<file path="config.mk">
export PLATFORM = sky130hd
export DESIGN_NAME = gpio_irq_ctrl
export DESIGN_NICKNAME = d
export VERILOG_FILES = /design/src/rtl/gpio_irq_ctrl.sv
export SDC_FILE = /design/constraint.sdc
export NUM_CORES = 1
export LEC_CHECK = 0
export ABC_AREA = 1
export ABC_CLOCK_PERIOD_IN_PS = 3450
export CAP_MARGIN = 0
export CORE_MARGIN = 5
export CORE_UTILIZATION = 30
export DETAILED_ROUTE_END_ITERATION = 10
export GPL_TIMING_DRIVEN = 1
export PLACE_DENSITY = 0.53
export SLEW_MARGIN = 5
export SYNTH_ARGS = -nofsm -noshare
export SYNTH_HDL_FRONTEND = slang
export SYNTH_SLANG_ARGS = --single-unit
</file>
<file path="constraint.sdc">
create_clock -name CLK -period 3.45 [get_ports CLK]
set_input_delay 0.345 -clock CLK [delete_from_list [all_inputs] [get_ports CLK]]
set_output_delay 0.345 -clock CLK [all_outputs]
set_load 0.02 [all_outputs]
</file>
<file path="src/rtl/gpio_irq_ctrl.sv">
// gpio_irq_ctrl
//   GPIO interrupt controller. Each input is synchronised, debounced and
//   edge- or level-detected into a pending register. Enabled pending bits
//   raise a registered IRQ with a priority vector (lowest index wins).
//
// Ports
//   CLK        system clock
//   RSTb       asynchronous active-low reset
//   GPIO_IN    asynchronous external inputs [N_INPUTS-1:0]
//   ADDR       register index (0 FILT, 1 ENABLE, 2 RISE, 3 FALL,
//              4 PEND, 5 VEC, 6 LEVEL, 7 reserved)
//   DATA_IN    write data
//   WR / RD    single-cycle write / read strobes
//   DATA_OUT   registered read data
//   IRQ        registered interrupt request
//   IRQ_ACK    single-cycle acknowledge, clears the bit named by IRQ_VEC
//   IRQ_VEC    index of highest-priority enabled pending input
module gpio_irq_ctrl #(
  parameter int N_INPUTS        = 6,
  parameter int SYNC_STAGES     = 2,
  parameter int DEBOUNCE_CYCLES = 4
) (
  input  logic                CLK,
  input  logic                RSTb,
  input  logic [N_INPUTS-1:0] GPIO_IN,
  input  logic [2:0]          ADDR,
  input  logic [15:0]         DATA_IN,
  input  logic                WR,
  input  logic                RD,
  output logic [15:0]         DATA_OUT,
  output logic                IRQ,
  input  logic                IRQ_ACK,
  output logic [3:0]          IRQ_VEC
);

  localparam logic [2:0] A_FILT   = 3'd0;
  localparam logic [2:0] A_ENABLE = 3'd1;
  localparam logic [2:0] A_RISE   = 3'd2;
  localparam logic [2:0] A_FALL   = 3'd3;
  localparam logic [2:0] A_PEND   = 3'd4;
  localparam logic [2:0] A_VEC    = 3'd5;
  localparam logic [2:0] A_LEVEL  = 3'd6;

  logic [N_INPUTS-1:0] sync_q [SYNC_STAGES];
  logic [N_INPUTS-1:0] sync_last;
  logic [N_INPUTS-1:0] filt;
  logic [N_INPUTS-1:0] filt_prev;
  logic [N_INPUTS-1:0] enable, rise_en, fall_en, level, pend;
  logic [N_INPUTS-1:0] set_evt, w1c_mask, ack_mask, pend_next;
  logic [N_INPUTS-1:0] active;
  logic [15:0]         rd_data;
  logic                unused_data;

  // Upper write-data bits have no backing storage when N_INPUTS < 16.
  assign unused_data = ^DATA_IN;

  function automatic logic [3:0] lowest_idx(input logic [N_INPUTS-1:0] v);
    lowest_idx = 4'd0;
    for (int i = N_INPUTS - 1; i >= 0; i--) begin
      if (v[i]) lowest_idx = i[3:0];
    end
  endfunction

  // ---- synchroniser chain ----
  always_ff @(posedge CLK or negedge RSTb) begin
    if (!RSTb) begin
      for (int s = 0; s < SYNC_STAGES; s++) sync_q[s] <= '0;
    end else begin
      sync_q[0] <= GPIO_IN;
      for (int s = 1; s < SYNC_STAGES; s++) sync_q[s] <= sync_q[s-1];
    end
  end

  assign sync_last = sync_q[SYNC_STAGES-1];

  // ---- debounce filter ----
  generate
    if (DEBOUNCE_CYCLES == 0) begin : g_bypass
      assign filt = sync_last;
    end else begin : g_debounce
      localparam logic [7:0] DEB_LAST = 8'(DEBOUNCE_CYCLES);
      logic [7:0]          cnt [N_INPUTS];
      logic [N_INPUTS-1:0] filt_q;

      // The counter tallies full cycles of disagreement; once it has seen
      // DEBOUNCE_CYCLES of them the new value is registered on the next
      // edge. Any agreement discards the partial count.
      always_ff @(posedge CLK or negedge RSTb) begin
        if (!RSTb) begin
          filt_q <= '0;
          for (int i = 0; i < N_INPUTS; i++) cnt[i] <= '0;
        end else begin
          for (int i = 0; i < N_INPUTS; i++) begin
            if (sync_last[i] != filt_q[i]) begin
              if (cnt[i] == DEB_LAST) begin
                filt_q[i] <= sync_last[i];
                cnt[i]    <= '0;
              end else begin
                cnt[i] <= cnt[i] + 8'd1;
              end
            end else begin
              cnt[i] <= '0;
            end
          end
        end
      end

      assign filt = filt_q;
    end
  endgenerate

  // ---- pending logic ----
  assign set_evt  = (filt & ~filt_prev & rise_en) | (~filt & filt_prev & fall_en);
  assign w1c_mask = (WR && ADDR == A_PEND) ? DATA_IN[N_INPUTS-1:0] : '0;

  always_comb begin
    ack_mask = '0;
    for (int i = 0; i < N_INPUTS; i++) begin
      ack_mask[i] = IRQ_ACK && IRQ && (IRQ_VEC == i[3:0]);
    end
  end

  // Set wins over a coincident clear; level-mode bits simply follow filt.
  assign pend_next = (level & filt) |
                     (~level & ((pend & ~(w1c_mask | ack_mask)) | set_evt));
  assign active    = pend & enable;

  always_comb begin
    rd_data = '0;
    case (ADDR)
      A_FILT:   rd_data[N_INPUTS-1:0] = filt;
      A_ENABLE: rd_data[N_INPUTS-1:0] = enable;
      A_RISE:   rd_data[N_INPUTS-1:0] = rise_en;
      A_FALL:   rd_data[N_INPUTS-1:0] = fall_en;
      A_PEND:   rd_data[N_INPUTS-1:0] = pend;
      A_VEC:    rd_data = {IRQ, 11'b0, IRQ_VEC};
      A_LEVEL:  rd_data[N_INPUTS-1:0] = level;
      default:  rd_data = '0;
    endcase
  end

  // ---- registers and outputs ----
  always_ff @(posedge CLK or negedge RSTb) begin
    if (!RSTb) begin
      filt_prev <= '0;
      enable    <= '0;
      rise_en   <= '0;
      fall_en   <= '0;
      level     <= '0;
      pend      <= '0;
      IRQ       <= 1'b0;
      IRQ_VEC   <= 4'd0;
      DATA_OUT  <= '0;
    end else begin
      filt_prev <= filt;
      pend      <= pend_next;
      IRQ       <= |active;
      IRQ_VEC   <= lowest_idx(active);
      if (RD) DATA_OUT <= rd_data;
      if (WR) begin
        case (ADDR)
          A_ENABLE: enable  <= DATA_IN[N_INPUTS-1:0];
          A_RISE:   rise_en <= DATA_IN[N_INPUTS-1:0];
          A_FALL:   fall_en <= DATA_IN[N_INPUTS-1:0];
          A_LEVEL:  level   <= DATA_IN[N_INPUTS-1:0];
          default:  ;
        endcase
      end
    end
  end

endmodule

</file>
==> results.md <==
* Cell with the most instances after synthesis: nand2_1
* Min Tclk post-route at 1.848 ns
* RSZ-0062 raised after global routing: no
* Iter 0 DRT Violations at 190
* Pins over their slew limit at 0
* Chip Width at 145.5 um
* Vias per inst at 4.480
* Final worst slack at 1.602 ns
* Post-cts resize count at 0
* Initial antenna violation count at 0
* Fillers at 1877
* Pwr Total at 0.004440 W
* Post-synth cell types at 33
* Critical path arrival at 1.50 ns
* Number of H-tree levels at 4
* Final hold slack at -0.004147 ns
* Total Nets Final at 740
* CTS Hold Bufs at 0
* Worst skew pair latency at 0.41 ns
* Die area at 21170 um2
* Ant diodes at 0
* Worst path cell trace: clkdlybuf4s50_1
* Syn Inst Count at 659
* Clk_skew at 0.004456 ns
* I/O pins at 51
* Post-synth EDFFs at 0
* DRT antenna net count at 0
* Via count at 4211
* DR WL/cell at 12.28 um
* Design Area, Final at 6573 um2
* CP peak stage delay at 0.64 ns
* CTS tree: built
* Failing checks: negative hold slack
* GRT overflow at 0
* Clock buffer depth at 2
* Slew @ Worst Pin at 0.7497 ns
* First-pass GRT wire length at 19820 um
* Number of CTS-inserted buffers at 17
* Clock sink count at 113
* Critical-path maximum fanout at 6
* Fraction of registers with async set/reset at 100.0%
* Row cnt at 49
* Routability cong. at 0.7568
* Finish-stage setup viols at 0
* Share of cells above drive strength 1 at 7.595%
* Drt pass-1 iters at 4
* DP HPWL at 7998 um
* Yosys reg bits at 113
* PwrDens at 675.5 nW/um2
* Die height at 145.5 um
* Area leader, netlist: dfrtp_1
* DP Area at 6013 um2
* Largest net degree at the start of global routing at 59
* Root buf cell: clkbuf_16
* DRC at 0
* Synth Flop Type: dfrtp_1
* Worst vdd ir at 0.0003603 V
* Status: finished, violations left
* Critical path data required time at 3.11 ns
* Layout area overhead at 19.30%
* Clock transition at path regs at 0.05 ns
* Core Box Area at 18020 um2
* Port Buffers at 30
* Routed WL at 11540 um
* Setup repair bufs after CTS at 0
* Fmax at 541.1 MHz
* CP delay by family, top: buffers and inverters
* Avg Inst Size Synth at 8.360 um2
* Setup crit end kind: output pin
* Sequential share of the synthesized area at 51.33%
* CP Launch Type: register
* Final worst-path cycle share at 53.56%
* Final hold vios at 1
* Netlist Area Pre-Place at 5509 um2
* Max Cap Viol at 0
* Largest cells by area after synthesis: dfrtp_1, nand2_1, nor2_1
* Initial Utilization at 30.56%
* YS warnings at 0
* Leak pwr at 3.139 nW
* Total track usage at 11.48%
* Hold Path Class: input pin to async pin
* Vias in the first global route at 4015
* Critical path's slowest cell: clkdlybuf4s50_1
* Top-area cell type share of the netlist area at 51.33%
* Post-synth top cells: nand2_1, dfrtp_1, nor2_1
* Dpl ws at 1.227 ns
* Setup TNS at 0 ns
* CP bufs+invs at 1
* Relative slew margins at 50.02%
* WS Path Type: register to output pin
cell type report:
| type | count | area (um2) | share of cell area (%) |
|---|---|---|---|
| sequential | 113 | 2828 | 43.02 |
| clock inverter | 6 | 80.08 | 1.218 |
| clock buffer | 26 | 479.2 | 7.291 |
| inverter | 75 | 284.0 | 4.321 |
| tap | 229 | 286.5 | 4.359 |
| multi-input combinational | 456 | 2267 | 34.49 |
| timing repair buffer | 35 | 347.8 | 5.292 |
power breakdown:
| group | switching [W] | leakage (nW) | total [W] | internal (W) |
|---|---|---|---|---|
| clock | 0.000572 | 0.276 | 0.00167 | 0.00109 |
| sequential | 0.000256 | 1.47 | 0.00185 | 0.00160 |
| combinational | 0.000537 | 1.39 | 0.000919 | 0.000382 |
sequential cells by signal (all words and copies together) (netlist names):
register / count
DATA_OUT: 7
IRQ: 1
filt: 6
pend: 6
sync_last: 6
g_debounce.cnt: 48
sync_q: 6
level: 6
IRQ_VEC: 3
rise_en: 6
fall_en: 6
enable: 6
filt_prev: 6
layer usage:
metal  track usage (%)  share of wire [%]
met5                 0                  0
met1             15.53                 49
met2             17.39                 44
met4             5.037                2.0
met3             2.927                4.8
per-stage QoR:
step	hold slack [ns]	instances	utilization, %
4_1_cts	0.02294	940	36.46
3_5_place_dp	0.3347	908	33.36
3_3_place_gp	0.3331	908	33.36
2_1_floorplan	0.04941	668	-
6_report	-0.004147	940	36.46
5_1_grt	0.06722	940	36.46
layout by cell type (no fill, tap or decap), types with 7 or more instances in the layout:
master	instances
clkbuf_16	17
a21oi_1	7
nand3_1	52
conb_1	10
o21ai_0	39
ha_1	12
nor2_1	89
dfrtp_1	113
nand4_1	27
inv_1	72
nand2_1	150
xnor2_1	12
xor2_1	7
clkbuf_1	7
clkdlybuf4s50_1	29
nor3_1	19
worst paths after layout:
path,from,endpoint,slack [ns],cells past startpoint
worst max-delay path,IRQ_VEC[0],IRQ_VEC[0],1.60,1
worst min-delay path,RSTb,g_debounce.cnt[15],-0.004,1
worst max register to register,g_debounce.cnt[24],g_debounce.cnt[26],2.08,5
worst min register to register,sync_q[7],sync_last[1],0.34,0
max in group asynchronous,RSTb,g_debounce.cnt[39],2.70,2
min in group CLK,sync_q[7],sync_last[1],0.34,0
kinds of logic after synthesis:
| kind of cell | synth area share (%) |
|---|---|
| and+or+nand+nor | 29.09 |
| xor gates and xnor gates | 3.021 |
| AOI/OAI and AO/OA | 5.632 |
| adders and majority gates | 2.725 |
| other | 0.06807 |
| buffers and inverters | 8.131 |
| DFF | 51.33 |
No activity file was read; power rests on OpenSTA's default activity.
